--- src/rtl/rx_frame_sync_pkg.sv ---
// Shared types and constants for the rx_frame_sync deframer slice.
package rx_frame_pkg;

    typedef enum logic [1:0] {HUNT, LEN, PAYLOAD, CRC} state_t;

    localparam logic [31:0] DEF_SYNC_WORD = 32'h1ACFFC1D;
    localparam logic [15:0] CRC_POLY      = 16'h1021;
    localparam logic [15:0] CRC_INIT      = 16'hFFFF;
    localparam int unsigned LEN_W         = 8;

    function automatic logic [5:0] popcount32(input logic [31:0] v);
        logic [5:0] n;
        n = '0;
        for (int unsigned i = 0; i < 32; i++) n = n + {5'b0, v[i]};
        return n;
    endfunction

endpackage

--- src/rtl/rx_frame_sync_if.sv ---
// Bit-in / byte-out stream bundle of the deframer; slave is the deframer side.
interface rx_frame_sync_if;
    logic       in_valid;
    logic       in_data;
    logic       in_ready;
    logic       out_valid;
    logic [7:0] out_data;
    logic       out_last;
    logic       out_ready;
    logic       locked;
    logic       frame_err;

    modport slave (
        input  in_valid, in_data, out_ready,
        output in_ready, out_valid, out_data, out_last, locked, frame_err
    );

    modport master (
        output in_valid, in_data, out_ready,
        input  in_ready, out_valid, out_data, out_last, locked, frame_err
    );
endinterface

--- src/rtl/rx_frame_sync_crc16.sv ---
// Serial CRC-16-CCITT, MSB-first; only built when CRC_CHECK_EN is defined.
`ifdef CRC_CHECK_EN
module crc16_serial
    import rx_frame_pkg::*;
(
    input  logic        clk,
    input  logic        rst,
    input  logic        i_clr,
    input  logic        i_en,
    input  logic        i_bit,
    output logic [15:0] o_crc
);
    logic [15:0] r_crc;
    logic        w_fb;

    assign w_fb  = r_crc[15] ^ i_bit;
    assign o_crc = r_crc;

    always_ff @(posedge clk) begin
        if (rst || i_clr)
            r_crc <= CRC_INIT;
        else if (i_en)
            r_crc <= {r_crc[14:0], 1'b0} ^ (w_fb ? CRC_POLY : '0);
    end
endmodule
`endif

--- src/rtl/rx_frame_sync.sv ---
// Sync-marker hunter and length-framed deframer: 1-bit stream in, AXI-Stream bytes out.
// Optional trailing CRC-16 check is enabled with the CRC_CHECK_EN macro.
module rx_frame_sync
    import rx_frame_pkg::*;
#(
    parameter logic [31:0] SYNC_WORD    = DEF_SYNC_WORD,
    parameter int unsigned SYNC_MAX_ERR = 0
)(
    input  logic            clk,
    input  logic            rst,
    rx_frame_sync_if.slave  bus
);
    localparam logic [5:0] MAX_ERR = 6'(SYNC_MAX_ERR);

    state_t           r_state;
    logic [31:0]      r_shreg;
    logic [5:0]       r_bitcnt;
    logic [7:0]       r_asm;
    logic [LEN_W-1:0] r_len;
    logic [LEN_W-1:0] r_bytecnt;
    logic             r_out_valid;
    logic [7:0]       r_out_data;
    logic             r_out_last;
    logic             r_locked;

    logic             w_full;
    logic             w_in_ready;
    logic             w_accept;
    logic [31:0]      w_shreg_next;
    logic [7:0]       w_asm_next;
    logic             w_sync_hit;
    logic             w_last_byte;

    assign w_full       = r_out_valid && !bus.out_ready;
    assign w_accept     = bus.in_valid && w_in_ready;
    assign w_shreg_next = {r_shreg[30:0], bus.in_data};
    assign w_asm_next   = {r_asm[6:0], bus.in_data};
    // r_bitcnt >= 31 means the bit being accepted is at least the 32nd since the last frame
    assign w_sync_hit   = (r_bitcnt >= 6'd31) && (popcount32(w_shreg_next ^ SYNC_WORD) <= MAX_ERR);
    assign w_last_byte  = (r_bytecnt + LEN_W'(1)) == r_len;

    always_comb begin
        w_in_ready = 1'b1;
        if (r_state == PAYLOAD || r_state == CRC) w_in_ready = !w_full;
    end

`ifdef CRC_CHECK_EN
    logic [15:0] r_crc_rx;
    logic        r_frame_err;
    logic [15:0] w_crc;
    logic [15:0] w_crc_rx_next;

    assign w_crc_rx_next = {r_crc_rx[14:0], bus.in_data};

    crc16_serial u_crc (
        .clk   (clk),
        .rst   (rst),
        .i_clr (r_state == LEN),
        .i_en  (w_accept && r_state == PAYLOAD),
        .i_bit (bus.in_data),
        .o_crc (w_crc)
    );
`endif

    always_ff @(posedge clk) begin
        if (rst) begin
            r_state     <= HUNT;
            r_shreg     <= '0;
            r_bitcnt    <= '0;
            r_asm       <= '0;
            r_len       <= '0;
            r_bytecnt   <= '0;
            r_out_valid <= 1'b0;
            r_out_data  <= '0;
            r_out_last  <= 1'b0;
            r_locked    <= 1'b0;
`ifdef CRC_CHECK_EN
            r_crc_rx    <= '0;
            r_frame_err <= 1'b0;
`endif
        end else begin
            if (r_out_valid && bus.out_ready) begin
                r_out_valid <= 1'b0;
                r_out_last  <= 1'b0;
            end
`ifdef CRC_CHECK_EN
            r_frame_err <= 1'b0;
`endif
            if (w_accept) begin
                case (r_state)
                    HUNT: begin
                        r_shreg <= w_shreg_next;
                        if (r_bitcnt != 6'd32) r_bitcnt <= r_bitcnt + 6'd1;
                        if (w_sync_hit) begin
                            r_state  <= LEN;
                            r_locked <= 1'b1;
                            r_bitcnt <= '0;
                        end
                    end
                    LEN: begin
                        r_asm    <= w_asm_next;
                        r_bitcnt <= r_bitcnt + 6'd1;
                        if (r_bitcnt[2:0] == 3'd7) begin
                            r_bitcnt <= '0;
                            if (w_asm_next == '0) begin
                                r_state  <= HUNT;
                                r_locked <= 1'b0;
                                r_shreg  <= '0;
                            end else begin
                                r_len     <= w_asm_next;
                                r_bytecnt <= '0;
                                r_state   <= PAYLOAD;
                            end
                        end
                    end
                    PAYLOAD: begin
                        r_asm    <= w_asm_next;
                        r_bitcnt <= r_bitcnt + 6'd1;
                        if (r_bitcnt[2:0] == 3'd7) begin
                            r_bitcnt  <= '0;
                            r_bytecnt <= r_bytecnt + LEN_W'(1);
`ifdef CRC_CHECK_EN
                            // last byte stays in r_asm until the CRC has been checked
                            if (w_last_byte) begin
                                r_state <= CRC;
                            end else begin
                                r_out_valid <= 1'b1;
                                r_out_data  <= w_asm_next;
                                r_out_last  <= 1'b0;
                            end
`else
                            r_out_valid <= 1'b1;
                            r_out_data  <= w_asm_next;
                            r_out_last  <= w_last_byte;
                            if (w_last_byte) begin
                                r_state  <= HUNT;
                                r_locked <= 1'b0;
                                r_shreg  <= '0;
                            end
`endif
                        end
                    end
`ifdef CRC_CHECK_EN
                    CRC: begin
                        r_crc_rx <= w_crc_rx_next;
                        r_bitcnt <= r_bitcnt + 6'd1;
                        if (r_bitcnt[3:0] == 4'd15) begin
                            r_out_valid <= 1'b1;
                            r_out_data  <= r_asm;
                            r_out_last  <= 1'b1;
                            r_frame_err <= (w_crc_rx_next != w_crc);
                            r_state     <= HUNT;
                            r_locked    <= 1'b0;
                            r_shreg     <= '0;
                            r_bitcnt    <= '0;
                        end
                    end
`endif
                    default: ;
                endcase
            end
        end
    end

    assign bus.in_ready  = w_in_ready;
    assign bus.out_valid = r_out_valid;
    assign bus.out_data  = r_out_data;
    assign bus.out_last  = r_out_last;
    assign bus.locked    = r_locked;
`ifdef CRC_CHECK_EN
    assign bus.frame_err = r_frame_err;
`else
    assign bus.frame_err = 1'b0;
`endif

endmodule
--- src/flat_wrapper.sv ---
// flat-port wrapper written by rule: the top's interface ports become plain ports
module rx_frame_sync_flat import rx_frame_pkg::*;
#(
    parameter logic [31:0] SYNC_WORD    = DEF_SYNC_WORD,
    parameter int unsigned SYNC_MAX_ERR = 0
)
  (clk, rst, bus_in_valid, bus_in_data, bus_out_ready, bus_in_ready, bus_out_valid, bus_out_data, bus_out_last, bus_locked, bus_frame_err);
  rx_frame_sync_if bus_i ();
  input  logic clk;
  input  logic rst;
  input wire logic [$bits(bus_i.in_valid)-1:0] bus_in_valid;
  input wire logic [$bits(bus_i.in_data)-1:0] bus_in_data;
  input wire logic [$bits(bus_i.out_ready)-1:0] bus_out_ready;
  output wire logic [$bits(bus_i.in_ready)-1:0] bus_in_ready;
  output wire logic [$bits(bus_i.out_valid)-1:0] bus_out_valid;
  output wire logic [$bits(bus_i.out_data)-1:0] bus_out_data;
  output wire logic [$bits(bus_i.out_last)-1:0] bus_out_last;
  output wire logic [$bits(bus_i.locked)-1:0] bus_locked;
  output wire logic [$bits(bus_i.frame_err)-1:0] bus_frame_err;
  assign bus_i.in_valid = bus_in_valid;
  assign bus_i.in_data = bus_in_data;
  assign bus_i.out_ready = bus_out_ready;
  assign bus_in_ready = bus_i.in_ready;
  assign bus_out_valid = bus_i.out_valid;
  assign bus_out_data = bus_i.out_data;
  assign bus_out_last = bus_i.out_last;
  assign bus_locked = bus_i.locked;
  assign bus_frame_err = bus_i.frame_err;
  rx_frame_sync #(.SYNC_WORD(SYNC_WORD), .SYNC_MAX_ERR(SYNC_MAX_ERR)) u_core (.clk(clk), .rst(rst), .bus(bus_i));
endmodule
--- config.mk ---
export PLATFORM = sky130hd
export DESIGN_NAME = rx_frame_sync_flat
export DESIGN_NICKNAME = d
export VERILOG_FILES = /design/src/rtl/rx_frame_sync_pkg.sv /design/src/rtl/rx_frame_sync_if.sv /design/src/rtl/rx_frame_sync_crc16.sv /design/src/rtl/rx_frame_sync.sv /design/src/flat_wrapper.sv
export SDC_FILE = /design/constraint.sdc
export NUM_CORES = 1
export LEC_CHECK = 0
export CORE_ASPECT_RATIO = 0.9
export CORE_UTILIZATION = 35
export DETAILED_ROUTE_END_ITERATION = 6
export GPL_TIMING_DRIVEN = 0
export SYNTH_ARGS = -nofsm -noshare
export SYNTH_HDL_FRONTEND = slang
export SYNTH_HIERARCHICAL = 1
export SYNTH_SLANG_ARGS = --single-unit
export TNS_END_PERCENT = 10
--- constraint.sdc ---
create_clock -name clk -period 12.5 [get_ports clk]
set_clock_uncertainty 0.2 [all_clocks]
set_input_delay 1.25 -clock clk [delete_from_list [all_inputs] [get_ports clk]]
set_output_delay 1.25 -clock clk [all_outputs]
set_load 0.03 [all_outputs]
==> impl_metrics.json, run 1 <==
{
  "cts_setup_buffers": 0,
  "totalWireLength_mm": 9.81,
  "max_stage_delay_ns": 0.63,
  "ir_drop_uv": 62.2,
  "drt_pass1_iterations": 4,
  "fin_crit_ns": 7.27,
  "grt_start_max_net_pins": 16,
  "yosysWarningCount": 6,
  "final.setup.tns_ns": 0,
  "setup_violations": 0,
  "synth_flop_cell": "dfxtp_1",
  "wl_per_cell_um": 14.9,
  "critPathArrivalTime_ns": 7.29,
  "n_antenna_cell": 0,
  "cp_slowest_cell": "fa_1",
  "die_area_mm2": 0.0124,
  "grt_pass1_wl_mm": 16.1,
  "dieHeight_um": 106,
  "port_buffers": 15,
  "syn_avg_cell_area_um2": 8.86,
  "path_cells": "clkdlybuf4s50_1 > fa_1 > inv_1 > fa_1 > inv_1 > fa_1 > inv_1 > fa_1 > fa_1 > inv_1 > fa_1 > inv_1 > ha_1 > fa_1 > or4_1 > o21ai_0 > o21ai_1 > o21ba_2 > and2_1",
  "gp_congestion": 0.800,
  "path_delay_family": "adder cells",
  "worstPathRequired_ns": 12.52,
  "dp.cells": 643,
  "fp.dieW_um": 117,
  "synth_area_leaders": "dfxtp_1 35%, fa_1 11%, mux2i_1 6.0%, a21oi_1 5.3%, inv_1 5.0%",
  "cts_root_buf": "clkbuf_16",
  "p_comb_share_pct": 6.4,
  "synth_top_cell_by_area": "dfxtp_1",
  "slew_headroom_pct": 37.5,
  "cts_inserted_buffers": 9,
  "netSwitchingFraction_pct": 24.7,
  "coreArea_mm2": 0.0115,
  "finalHoldViolCount": 0,
  "layout.nets": 542,
  "cts_resized": 0,
  "area_growth_pct": 15.6,
  "clk_latency_ns": 0.33,
  "io_pins": 18,
  "path_max_fanout": 6,
  "clock_path_buffers": 2,
  "fin_crit_sh_pct": 58.2,
  "initialDrtViolationCount": 225,
  "start_kind": "input port",
  "grt_pass1_vias": 3175,
  "critPathBufInv": 6,
  "timing.critical_path.mode_cell": "fa_1",
  "ys_async_sr_fraction_pct": 0,
  "maxSlewViolCount": 0,
  "layout-drive-gt1-share_pct": 4.97,
  "seq_area_frac_synth_pct": 34.9,
  "grt_use_total_pct": 16.9,
  "gr-total-overflow": 0,
  "hp-class": "flip-flop to flip-flop",
  "cts_hold_buf": 0,
  "clk_pin_slew_ns": 0.06,
  "synth_top_area_share_pct": 34.9,
  "rows": 37,
  "dr_total_vias": 3367,
  "status": "completed",
  "grt_setup_unrepaired": "false",
  "vias_per_cell": 5.11,
  "synth_cells": 472,
  "clock-sinks": 73,
  "drc_errors": 0,
  "postRouteAntennaNets": 0,
  "dp_hpwl_mm": 7.36,
  "max_freq_ghz": 0.137,
  "clkPwrFrac_pct": 49.9,
  "end_kind": "flip-flop",
  "stdcell_count": 659,
  "synth_edf_count": 0,
  "p_leak_nw": 1.86,
  "cts_tree": "yes",
  "powerDensity_mw_per_mm2": 111,
  "initial_utilization_pct": 36.3,
  "switching_power_w": 0.000133,
  "tightest_slew_ns": 0.935,
  "path_class": "input port to flip-flop",
  "ys_ff_latch": 73,
  "p_int_w": 0.000405,
  "p_seq_share_pct": 43.7,
  "syn_area_mm2": 0.00418,
  "synth_cell_type_count": 48,
  "max-cap-violations": 0,
  "synth_nets": 516,
  "post-route-util_pct": 42.0,
  "htreeDepth": 3,
  "antenna_found_initial": 0
}
## stage by stage
step | worst slack, ns | hold WS, ns | cell area, um^2 | total power, W
after floorplan | 5.95 | 0.250 | 4180 | 0.000265
after global placement | 4.92 | 0.257 | 4530 | 0.000275
after detailed placement | 4.84 | 0.264 | 4530 | 0.000275
after CTS | 5.18 | 0.272 | 4840 | 0.000543
after global routing | 5.02 | 0.288 | 4840 | 0.000559
final | 5.23 | 0.276 | 4840 | 0.000538
## sequential cells by signal, indices dropped and copies added, names as in the netlist
register / count
u_core/r_state: 2
u_core/bus.out_valid: 1
u_core/bus.out_last: 1
u_core/bus.out_data: 8
u_core/r_bitcnt: 6
u_core/r_shreg: 31
u_core/r_asm: 7
u_core/bus.locked: 1
u_core/r_len: 8
u_core/r_bytecnt: 8
## worst register-to-register path, cell delays in order, from the launching register on
cell,delay [ns]
dfxtp_1,0.32
inv_1,0.07
fa_1,0.53
inv_1,0.06
fa_1,0.48
inv_1,0.05
fa_1,0.47
inv_1,0.05
fa_1,0.47
fa_1,0.51
inv_1,0.05
fa_1,0.47
inv_1,0.04
ha_1,0.20
fa_1,0.43
or4_1,0.59
o21ai_0,0.31
o21ai_1,0.22
o21ba_2,0.29
and2_1,0.14
## cells in the final DEF (no fill, tap or decap), types with 5 or more instances in the layout
master | netlist | final
dfxtp_1 | 73 | 73
inv_1 | 56 | 56
a21oi_1 | 44 | 44
nor2_1 | 36 | 36
o21ai_0 | 36 | 36
or4_1 | 26 | 26
mux2i_1 | 25 | 25
fa_1 | 24 | 24
clkbuf_1 | 23 | 23
nand2_1 | 19 | 19
clkdlybuf4s50_1 | 0 | 15
ha_1 | 15 | 15
nand4b_1 | 12 | 12
clkbuf_16 | 0 | 9
xnor2_1 | 9 | 9
and2_1 | 8 | 8
nand3_1 | 7 | 7
nor3_1 | 5 | 5
nor2b_1 | 5 | 5
nand4_1 | 5 | 5
## logic make-up (layout without fill, tap and decap cells)
group / after synthesis / after routing / share of synthesized area, %
other cells: 1 / 1 / 0.0897
compound gates: 96 / 96 / 13.1
flops: 73 / 73 / 34.9
xor+xnor: 12 / 12 / 2.51
fa+ha+maj: 39 / 39 / 16.0
buf+inv: 85 / 116 / 8.11
mux: 26 / 26 / 6.25
simple gates: 140 / 140 / 19.0
## routing by layer
| layer | part of all wire [%] | global-route usage [%] | vias up |
|---|---|---|---|
| li1 | - | - | 1665 |
| met1 | 51 | 24.6 | 1633 |
| met2 | 46 | 25.7 | 62 |
| met3 | 2.7 | 3.16 | 7 |
| met4 | 0.75 | 3.89 | 0 |
| met5 | 0 | 0 | - |
## synth_stat cells (all sizes together), types with 2 or more instances
library cell  number
dfxtp             73
inv               56
a21oi             44
o21ai             38
nor2              36
or4               26
mux2i             25
fa                24
clkbuf            23
nand2             19
ha                15
nand4b            12
and2               9
xnor2              9
nand3              7
buf                6
nand4              5
nor2b              5
nor3               5
or3                4
nand2b             3
xor2               3
a31oi              2
nor3b              2
nor4               2
o211ai             2
## layout make-up
class	instances	area (um^2)
fillers	1131	6690
multi-input cells	314	2380
flip-flops and latches	73	1460
clock buffers	9	225
inverters	56	210
well taps	156	195
repair buffers	15	150
plain buffers	29	129
clock inverters	7	83.8
## power groups by stage
stage	clock (W)	combinational, W	sequential (W)
floorplan	0	0.0000252	0.000240
global placement	0	0.0000348	0.000240
detailed placement	0	0.0000351	0.000240
CTS	0.000273	0.0000353	0.000235
global route	0.000284	0.0000400	0.000235
finish	0.000269	0.0000347	0.000235
## worst paths after layout
| check | start | endpoint | slack [ns] | cells after the start |
|---|---|---|---|---|
| max | bus_in_data | u_core/r_bitcnt[3] | 5.23 | 19 |
| min | u_core/bus.out_last | u_core/bus.out_last | 0.28 | 2 |
| max reg2reg | u_core/r_shreg[29] | u_core/r_bitcnt[3] | 6.44 | 19 |
| min reg2reg | u_core/bus.out_last | u_core/bus.out_last | 0.28 | 2 |
Power figures use the tool's default switching activity.
==> run 2: changes to the inputs <==
==> constraint.sdc (replaced) <==
create_clock -name clk -period 6.46 [get_ports clk]
set_clock_uncertainty 0.2 [all_clocks]
set_input_delay 0.646 -clock clk [delete_from_list [all_inputs] [get_ports clk]]
set_output_delay 0.646 -clock clk [all_outputs]
set_load 0.03 [all_outputs]
==> impl_metrics.json, run 2 (same netlist as run 1, synthesis figures left out) <==
{
  "vias_per_cell": 5.10,
  "io_pins": 18,
  "ir_drop_uv": 120,
  "area_growth_pct": 15.6,
  "grt_pass1_vias": 3175,
  "wl_per_cell_um": 14.9,
  "dr_total_vias": 3364,
  "rows": 37,
  "dieHeight_um": 106,
  "initial_utilization_pct": 36.3,
  "grt_use_total_pct": 16.9,
  "path_class": "input port to flip-flop",
  "grt_start_max_net_pins": 16,
  "finalHoldViolCount": 0,
  "met1_length_mm": 4.94,
  "slew_headroom_pct": 37.5,
  "dp_hpwl_mm": 7.36,
  "status": "completed",
  "clk_pin_slew_ns": 0.06,
  "initialDrtViolationCount": 225,
  "clock_path_buffers": 2,
  "clock-sinks": 73,
  "fin_crit_sh_pct": 97.4,
  "gr-total-overflow": 0,
  "layout-drive-gt1-share_pct": 4.97,
  "coreArea_mm2": 0.0115,
  "final.setup.tns_ns": 0,
  "htreeDepth": 3,
  "hp-class": "flip-flop to flip-flop",
  "max_freq_ghz": 0.159,
  "drc_errors": 0,
  "cts_tree": "yes",
  "layout_commonest_cell": "dfxtp_1",
  "gp_congestion": 0.800,
  "final_cell_mix": "73 x dfxtp_1, 56 x inv_1, 44 x a21oi_1",
  "cts_inserted_buffers": 9,
  "cts_setup_buffers": 0,
  "regMostFlops": "u_core/r_shreg",
  "worstPathRequired_ns": 6.48,
  "grt_pass1_wl_mm": 16.1,
  "cts_hold_buf": 0,
  "clk_latency_ns": 0.33,
  "antenna_found_initial": 0,
  "fin_crit_ns": 6.29,
  "path_max_fanout": 6,
  "drt_pass1_iterations": 4,
  "postRouteAntennaNets": 0,
  "wl_met2_mm": 4.48,
  "dr_wl_met3_um": 319,
  "n_antenna_cell": 0,
  "fp.dieW_um": 117,
  "r2r_cells": 19,
  "setup_violations": 0,
  "end_kind": "flip-flop",
  "totalWireLength_mm": 9.82,
  "place_area_mm2": 0.00453,
  "die_area_mm2": 0.0124,
  "powerDensity_mw_per_mm2": 215,
  "grt_setup_unrepaired": "true",
  "maxSlewViolCount": 0,
  "layout.nets": 542,
  "top_layer": "met4",
  "critPathArrivalTime_ns": 6.31,
  "max-cap-violations": 0,
  "design_area_mm2": 0.00484,
  "port_buffers": 15,
  "cts_root_buf": "clkbuf_16",
  "nFillCells": 1131,
  "start_kind": "input port",
  "hold_depth": 2,
  "largest_register_ff_count": 31,
  "p_leak_nw": 1.86,
  "tightest_slew_ns": 0.935
}
-- run 2: cell count changes in the layout (fill, tap and decap cells not counted), sizes merged --
cell,change
dlygate4sd2,+1
clkdlybuf4s50,-1
-- run 2: final timing paths --
kind,slack [ns],end,startpoint
worst max-delay path,0.17,u_core/r_bitcnt[3],bus_in_data
worst min-delay path,0.28,u_core/r_shreg[8],u_core/r_shreg[8]
worst max register to register,0.51,u_core/r_bitcnt[3],u_core/r_shreg[29]
worst min register to register,0.28,u_core/r_shreg[8],u_core/r_shreg[8]
-- run 2: through the flow --
| stage | utilization [%] | std cells | power, W | worst slack, ns | hold slack, ns |
|---|---|---|---|---|---|
| global placement | 39.3 | 643 | 0.000532 | -0.514 | 0.257 |
| finish | 42.0 | 659 | 0.00104 | 0.170 | 0.276 |
| global route | 42.0 | 659 | 0.00108 | -0.0364 | 0.288 |
| floorplan | - | 472 | 0.000513 | 0.518 | 0.250 |
| CTS | 42.0 | 659 | 0.00105 | 0.123 | 0.272 |
| detailed placement | 39.3 | 643 | 0.000533 | -0.593 | 0.264 |
-- run 2: what timing repair did --
action	CTS	global route
resized for setup	2	1
pin swaps	0	0
setup endpoints to repair	9	6
-- run 2: final cells by class --
cell class	count	area, um^2	area share, %
multi-input combinational	314	2380	49.3
clock inverter	7	83.8	1.73
inverter	56	210	4.35
sequential	73	1460	30.2
tap	156	195	4.04
buffer	29	129	2.66
clock buffer	9	225	4.66
timing repair buffer	15	149	3.08
-- run 2: routing by layer --
metal | vias up | GRT usage [%]
li1 | 1665 | -
met1 | 1632 | 24.6
met2 | 60 | 25.7
met3 | 7 | 3.16
met4 | 0 | 3.89
met5 | - | 0
-- run 2: critical path: stages --
cell           delay, ns
dlygate4sd2_1       0.34
fa_1                0.60
inv_1               0.06
fa_1                0.48
inv_1               0.05
fa_1                0.47
inv_1               0.05
fa_1                0.47
fa_1                0.51
inv_1               0.05
fa_1                0.47
inv_1               0.04
ha_1                0.20
fa_1                0.43
or4_1               0.60
o21ai_1             0.23
o21ai_1             0.19
o21ba_2             0.29
and2_1              0.14
-- run 2: power by group --
| part | switching, W | internal (W) |
|---|---|---|
| Clock | 0.000212 | 0.000307 |
| Sequential | 0.00000245 | 0.000452 |
| Combinational | 0.0000425 | 0.0000245 |
| Total | 0.000257 | 0.000784 |
